==> src/rtl/vram_pkg.sv <==
// Shared constants and FSM encoding for the Vram row-memory write arbiter.
package vram_pkg;
   localparam int VRAM_ADDR_W = 9;
   localparam int VRAM_DATA_W = 640;
   localparam int VRAM_ROWS   = 480;

   typedef enum logic {
      ST_ARB   = 1'b0,
      ST_CLEAR = 1'b1
   } state_t;
endpackage

==> src/rtl/vram_write_arbiter_rr_arbiter2.sv <==
// Two-way round-robin grant; last_grant advances only on a completed transfer.
module rr_arbiter2 (
   input  logic       clk_i,
   input  logic       rst_i,
   input  logic [1:0] valid_i,
   input  logic       xfer_i,
   output logic       grant_o
);
   logic last_q, last_d;

   always_comb begin
      grant_o = ~last_q;
      if (valid_i == 2'b01)      grant_o = 1'b0;
      else if (valid_i == 2'b10) grant_o = 1'b1;
      last_d = xfer_i ? grant_o : last_q;
   end

   // Reset to 1 so requester 0 wins the first contested cycle.
   always_ff @(posedge clk_i or posedge rst_i) begin
      if (rst_i) last_q <= 1'b1;
      else       last_q <= last_d;
   end
endmodule

==> src/rtl/vram_write_arbiter.sv <==
// Owns the Vram write port: round-robin between two row writers plus a
// full-screen clear sweep, optionally gated to vertical blanking.
module vram_write_arbiter
   import vram_pkg::*;
#(
   parameter int                ADDR_W      = VRAM_ADDR_W,
   parameter int                DATA_W      = VRAM_DATA_W,
   parameter int                ROWS        = VRAM_ROWS,
   parameter logic [DATA_W-1:0] CLEAR_VALUE = '0,
   parameter bit                BLANK_ONLY  = 1'b1
) (
   input  logic              sys_clk,
   input  logic              rst,
   input  logic              v_blank,
   input  logic              clear_start,
   output logic              clear_busy,
   input  logic              req0_valid,
   output logic              req0_ready,
   input  logic [ADDR_W-1:0] req0_addr,
   input  logic [DATA_W-1:0] req0_data,
   input  logic              req1_valid,
   output logic              req1_ready,
   input  logic [ADDR_W-1:0] req1_addr,
   input  logic [DATA_W-1:0] req1_data,
   output logic              vram_we,
   output logic [ADDR_W-1:0] vram_a,
   output logic [DATA_W-1:0] vram_d,
   output logic              addr_err
);
   localparam logic [ADDR_W:0]   ROWS_L   = (ADDR_W+1)'(ROWS);
   localparam logic [ADDR_W-1:0] LAST_ROW = ADDR_W'(ROWS - 1);

   state_t              state_q, state_d;
   logic [ADDR_W-1:0]   cnt_q, cnt_d;
   logic                we_q, we_d;
   logic [ADDR_W-1:0]   a_q, a_d;
   logic [DATA_W-1:0]   d_q, d_d;
   logic                busy_q, busy_d;
   logic                err_q, err_d;

   logic                write_ok, arb_en, grant, xfer, in_range;
   logic [ADDR_W-1:0]   sel_addr;
   logic [DATA_W-1:0]   sel_data;

   assign write_ok   = ~BLANK_ONLY | v_blank;
   // clear_start pre-empts any handshake in the cycle it arrives.
   assign arb_en     = (state_q == ST_ARB) & write_ok & ~clear_start;
   assign req0_ready = arb_en & ~grant;
   assign req1_ready = arb_en & grant;
   assign xfer       = (req0_valid & req0_ready) | (req1_valid & req1_ready);
   assign sel_addr   = grant ? req1_addr : req0_addr;
   assign sel_data   = grant ? req1_data : req0_data;
   assign in_range   = {1'b0, sel_addr} < ROWS_L;

   rr_arbiter2 u_rr (
      .clk_i   (sys_clk),
      .rst_i   (rst),
      .valid_i ({req1_valid, req0_valid}),
      .xfer_i  (xfer),
      .grant_o (grant)
   );

   always_comb begin
      state_d = state_q;
      cnt_d   = cnt_q;
      we_d    = 1'b0;
      a_d     = a_q;
      d_d     = d_q;
      err_d   = err_q;
      case (state_q)
         ST_ARB: begin
            if (clear_start) begin
               state_d = ST_CLEAR;
               cnt_d   = '0;
            end else if (xfer) begin
               if (in_range) begin
                  we_d = 1'b1;
                  a_d  = sel_addr;
                  d_d  = sel_data;
               end else begin
                  err_d = 1'b1;
               end
            end
         end
         ST_CLEAR: begin
            if (write_ok) begin
               we_d  = 1'b1;
               a_d   = cnt_q;
               d_d   = CLEAR_VALUE;
               cnt_d = cnt_q + ADDR_W'(1);
               if (cnt_q == LAST_ROW) state_d = ST_ARB;
            end
         end
         default: state_d = ST_ARB;
      endcase
      busy_d = (state_d == ST_CLEAR);
   end

   always_ff @(posedge sys_clk or posedge rst) begin
      if (rst) begin
         state_q <= ST_ARB;
         cnt_q   <= '0;
         we_q    <= 1'b0;
         a_q     <= '0;
         d_q     <= '0;
         busy_q  <= 1'b0;
         err_q   <= 1'b0;
      end else begin
         state_q <= state_d;
         cnt_q   <= cnt_d;
         we_q    <= we_d;
         a_q     <= a_d;
         d_q     <= d_d;
         busy_q  <= busy_d;
         err_q   <= err_d;
      end
   end

   assign vram_we    = we_q;
   assign vram_a     = a_q;
   assign vram_d     = d_q;
   assign clear_busy = busy_q;
   assign addr_err   = err_q;
endmodule

==> config.mk <==
export PLATFORM = sky130hd
export DESIGN_NAME = vram_write_arbiter
export DESIGN_NICKNAME = d
export VERILOG_FILES = /design/src/rtl/vram_pkg.sv /design/src/rtl/vram_write_arbiter_rr_arbiter2.sv /design/src/rtl/vram_write_arbiter.sv
export SDC_FILE = /design/constraint.sdc
export NUM_CORES = 1
export LEC_CHECK = 0
export ABC_CLOCK_PERIOD_IN_PS = 35200
export BUFFER_PORTS_ARGS = -buffer_cell sky130_fd_sc_hd__buf_2
export CORE_AREA = 3 3 762 764
export DETAILED_ROUTE_END_ITERATION = 7
export DIE_AREA = 0 0 765 767
export SKIP_CTS_REPAIR_TIMING = 1
export SLEW_MARGIN = 5
export SYNTH_ARGS = -nofsm -noshare
export SYNTH_HDL_FRONTEND = slang
export SYNTH_SLANG_ARGS = --single-unit
==> constraint.sdc <==
create_clock -name sys_clk -period 35.2 [get_ports sys_clk]
set_clock_uncertainty 0.15 [all_clocks]
set_input_delay 8.8 -clock sys_clk [delete_from_list [all_inputs] [get_ports sys_clk]]
set_output_delay 8.8 -clock sys_clk [all_outputs]
set_load 0.02 [all_outputs]
==> flow_summary.toml <==
[logic_synthesis]
syn_area_um2 = 38300
synth_area_leader_cell = "dfrtp_1"
syn_inst = 3755
syn_area_per_cell_um2 = 10.2
synthXorXnorAreaFrac_pct = 0
synth-simple-area-share_pct = 18.8
yosysSeqAreaShare_pct = 43.2
ys.warnings.count = 0
synth_fp_nets = 5060
yosys.cell_count.top_type = "mux2i_1"
synth_cell_type_count = 43
synthFlopType = "dfrtp_1"
synth_top_family_by_area = "simple AND/OR/NAND/NOR gates"
async_reset_ff_share_pct = 100
synth_compound_area_share_pct = 15.2
synth_top_area_share_pct = 43.1
synthMuxAreaShare_pct = 17.4
synth_area_leaders = "dfrtp_1 (43%), mux2i_1 (17%), o32a_1 (8.1%), a211oi_1 (6.0%), nor2b_1 (5.0%)"
synth_common_cells = "mux2i_1 (665), dfrtp_1 (661), nand2_1 (362)"
ys_ff_latch = 662
synth_edf_count = 0
synthAdderAreaFrac_pct = 0.0326

[global_route]
grt.total_usage_pct = 15.0
grt_pass1_vias = 39600
grt_pass1_wl_um = 546000
grt-ovfl-total = 0
grt_max_degree = 148
antenna_found_initial = 402

[die]
row_count = 278
core_area_um2 = 574000
fp.dieH_um = 767
die_area_um2 = 587000
initial_utilization_pct = 6.69
boundaryPins = 1958
dieWidth_um = 765

[route]
drt_iter0_drc = 3749
drc_errors = 0
wl_per_cell_um = 34.7
routed_wl_um = 461000
first_pass_iters = 5
drt.antenna.violating_nets = 6
viasPerCell = 3.18
num_vias = 42200

[sta]
setup_violations = 0
period_share_pct = 58.1
slew_headroom_pct = 21.3
setup_tns_ns = 0
finalCriticalPeriod_ns = 20.45
final_hold_viol_count = 0
max_freq_mhz = 48.9
tightest_slew_ns = 1.18
whs_ns = 0.330
rsz0062_at_grt = "false"
slew_viol_final = 0

[cts]
htree_levels = 3
clk_latency_ns = 0.82
clock_path_buffers = 4
cts_sinks = 662
cts_buffers = 91
cts-root-buf = "clkbuf_16"
clkSlewWorstSetupHoldPaths_ns = 0.06
cts_tree = "done"

[worst_setup_path]
startpoint_type = "primary input"
required_ns = 26.25
critPathKind = "primary input to output pin"
critPathSlowestCell = "nor2_4"
startpoint = "req1_valid"
cp_common_cell = "buf_2"
setup.worst_path.end_class = "output pin"
cp_max_fo = 41
max_stage_delay_ns = 0.82
r2r-start = "u_rr.last_q$_DFFE_PP1P_"
endpoint = "req1_ready"
path_cells = "buf_2 -> o21bai_1 -> nand2_4 -> nor2_4 -> buf_2"
r2r_slack_ns = 28.85
r2r_end = "vram_d[487]$_DFFE_PP0P_"
reg2reg_depth = 9
critPathArrivalTime_ns = 11.50

[finish]
finish.utilization_pct = 10.4
multi_input_area_um2 = 19800
num-fill-cells = 66400
area_delta_synth_final_pct = 55.4
drive_gt1_share_pct = 41.4
register_area_um2 = 16600
nets = 6758

[power]
p_per_area_nw_per_um2 = 34.0
ir_drop_mv = 0.0308
leakagePower_nw = 25.2
totalPowerFinal_mw = 2.03

[placement]
hpwl_um = 405000
place_congestion = 1.40
io_buffer_count = 1957

[min_path]
holdCritPathClass = "flop to flop"

[flow_run]
drv_cap = 0

[status]
violations = "antenna violations"
status = "finished with violations"
## registers in the layout (all words and copies together), names as in the netlist
| signal | count |
|---|---|
| vram_d | 640 |
| cnt_q | 9 |
| vram_a | 9 |
| addr_err | 1 |
| clear_busy | 1 |
| u_rr.last_q | 1 |
| vram_we | 1 |
## cells in the final DEF, fill, tap and decap left out, types with 6 or more instances in the layout
master and instances:
nand2_1 360, diode_2 211, buf_12 6, clkbuf_16 92
a21oi_1 8, nor4_2 100, buf_4 70, a21o_1 9
clkbuf_8 13, nor2b_1 309, clkbuf_1 22, a211oi_1 309
dfrtp_1 660, mux2i_1 665, clkinv_2 10, o32a_1 309
nand4_1 11, nor4_1 209, nor2_1 312, o211ai_1 18
buf_2 1956, o22a_1 7
## cell families (layout without fill, tap and decap cells)
family	Yosys count	after routing
other	0	211
buffers and inverters	432	2189
and+or+nand+nor	1320	1320
AOI/OAI and AO/OA	675	675
muxes	665	665
DFF	662	662
adders and majority gates	1	1
## layout make-up
cell class	instances	area share [%]
multi-input cells	2661	33.2
repair buffers	2033	17.5
well taps	7560	15.9
flip-flops and latches	662	27.8
inverters	4	0.0378
clock inverters	25	0.414
clock buffers	127	4.30
diodes	211	0.886
## stage by stage
step           worst slack (ns)  instance area (µm²)  cells
6_report                  14.75                59600  13300
5_1_grt                   14.74                59300  13200
4_1_cts                   14.80                59100  13100
3_5_place_dp              14.81                56300  12900
3_3_place_gp              14.80                56300  12900
2_1_floorplan              7.70                38300   3755
## critical path, delay by kind of cell
family                 cells  cell delay [ns]
AND/OR/NAND/NOR            2             1.40
AO/OA/AOI/OAI              1             0.49
buffers and inverters      2             0.66
## where the power goes
group          switching [mW]  internal (mW)
Clock                   0.400          0.527
Combinational           0.208          0.118
Sequential            0.00562          0.767
Total                   0.614           1.41
## worst min path at each step
stage                         startpoint              endpoint  slack (ns)  cells past startpoint
global placement    addr_err$_DFFE_PP0P_  addr_err$_DFFE_PP0P_        0.31                      1
global route        addr_err$_DFFE_PP0P_  addr_err$_DFFE_PP0P_        0.36                      1
detailed placement  addr_err$_DFFE_PP0P_  addr_err$_DFFE_PP0P_        0.31                      1
finish              addr_err$_DFFE_PP0P_  addr_err$_DFFE_PP0P_        0.33                      1
floorplan           cnt_q[2]$_DFFE_PP0P_  cnt_q[2]$_DFFE_PP0P_        0.31                      1
CTS                 addr_err$_DFFE_PP0P_  addr_err$_DFFE_PP0P_        0.33                      1
## routing by layer
layer	up-vias	share of wire, %	GRT usage [%]
met3	955	20	12.7
met5	-	0.26	0
met1	20700	38	16.9
met2	2872	36	19.2
met4	106	6.5	7.63
li1	17600	-	-
No activity file was read; power rests on OpenSTA's default activity.
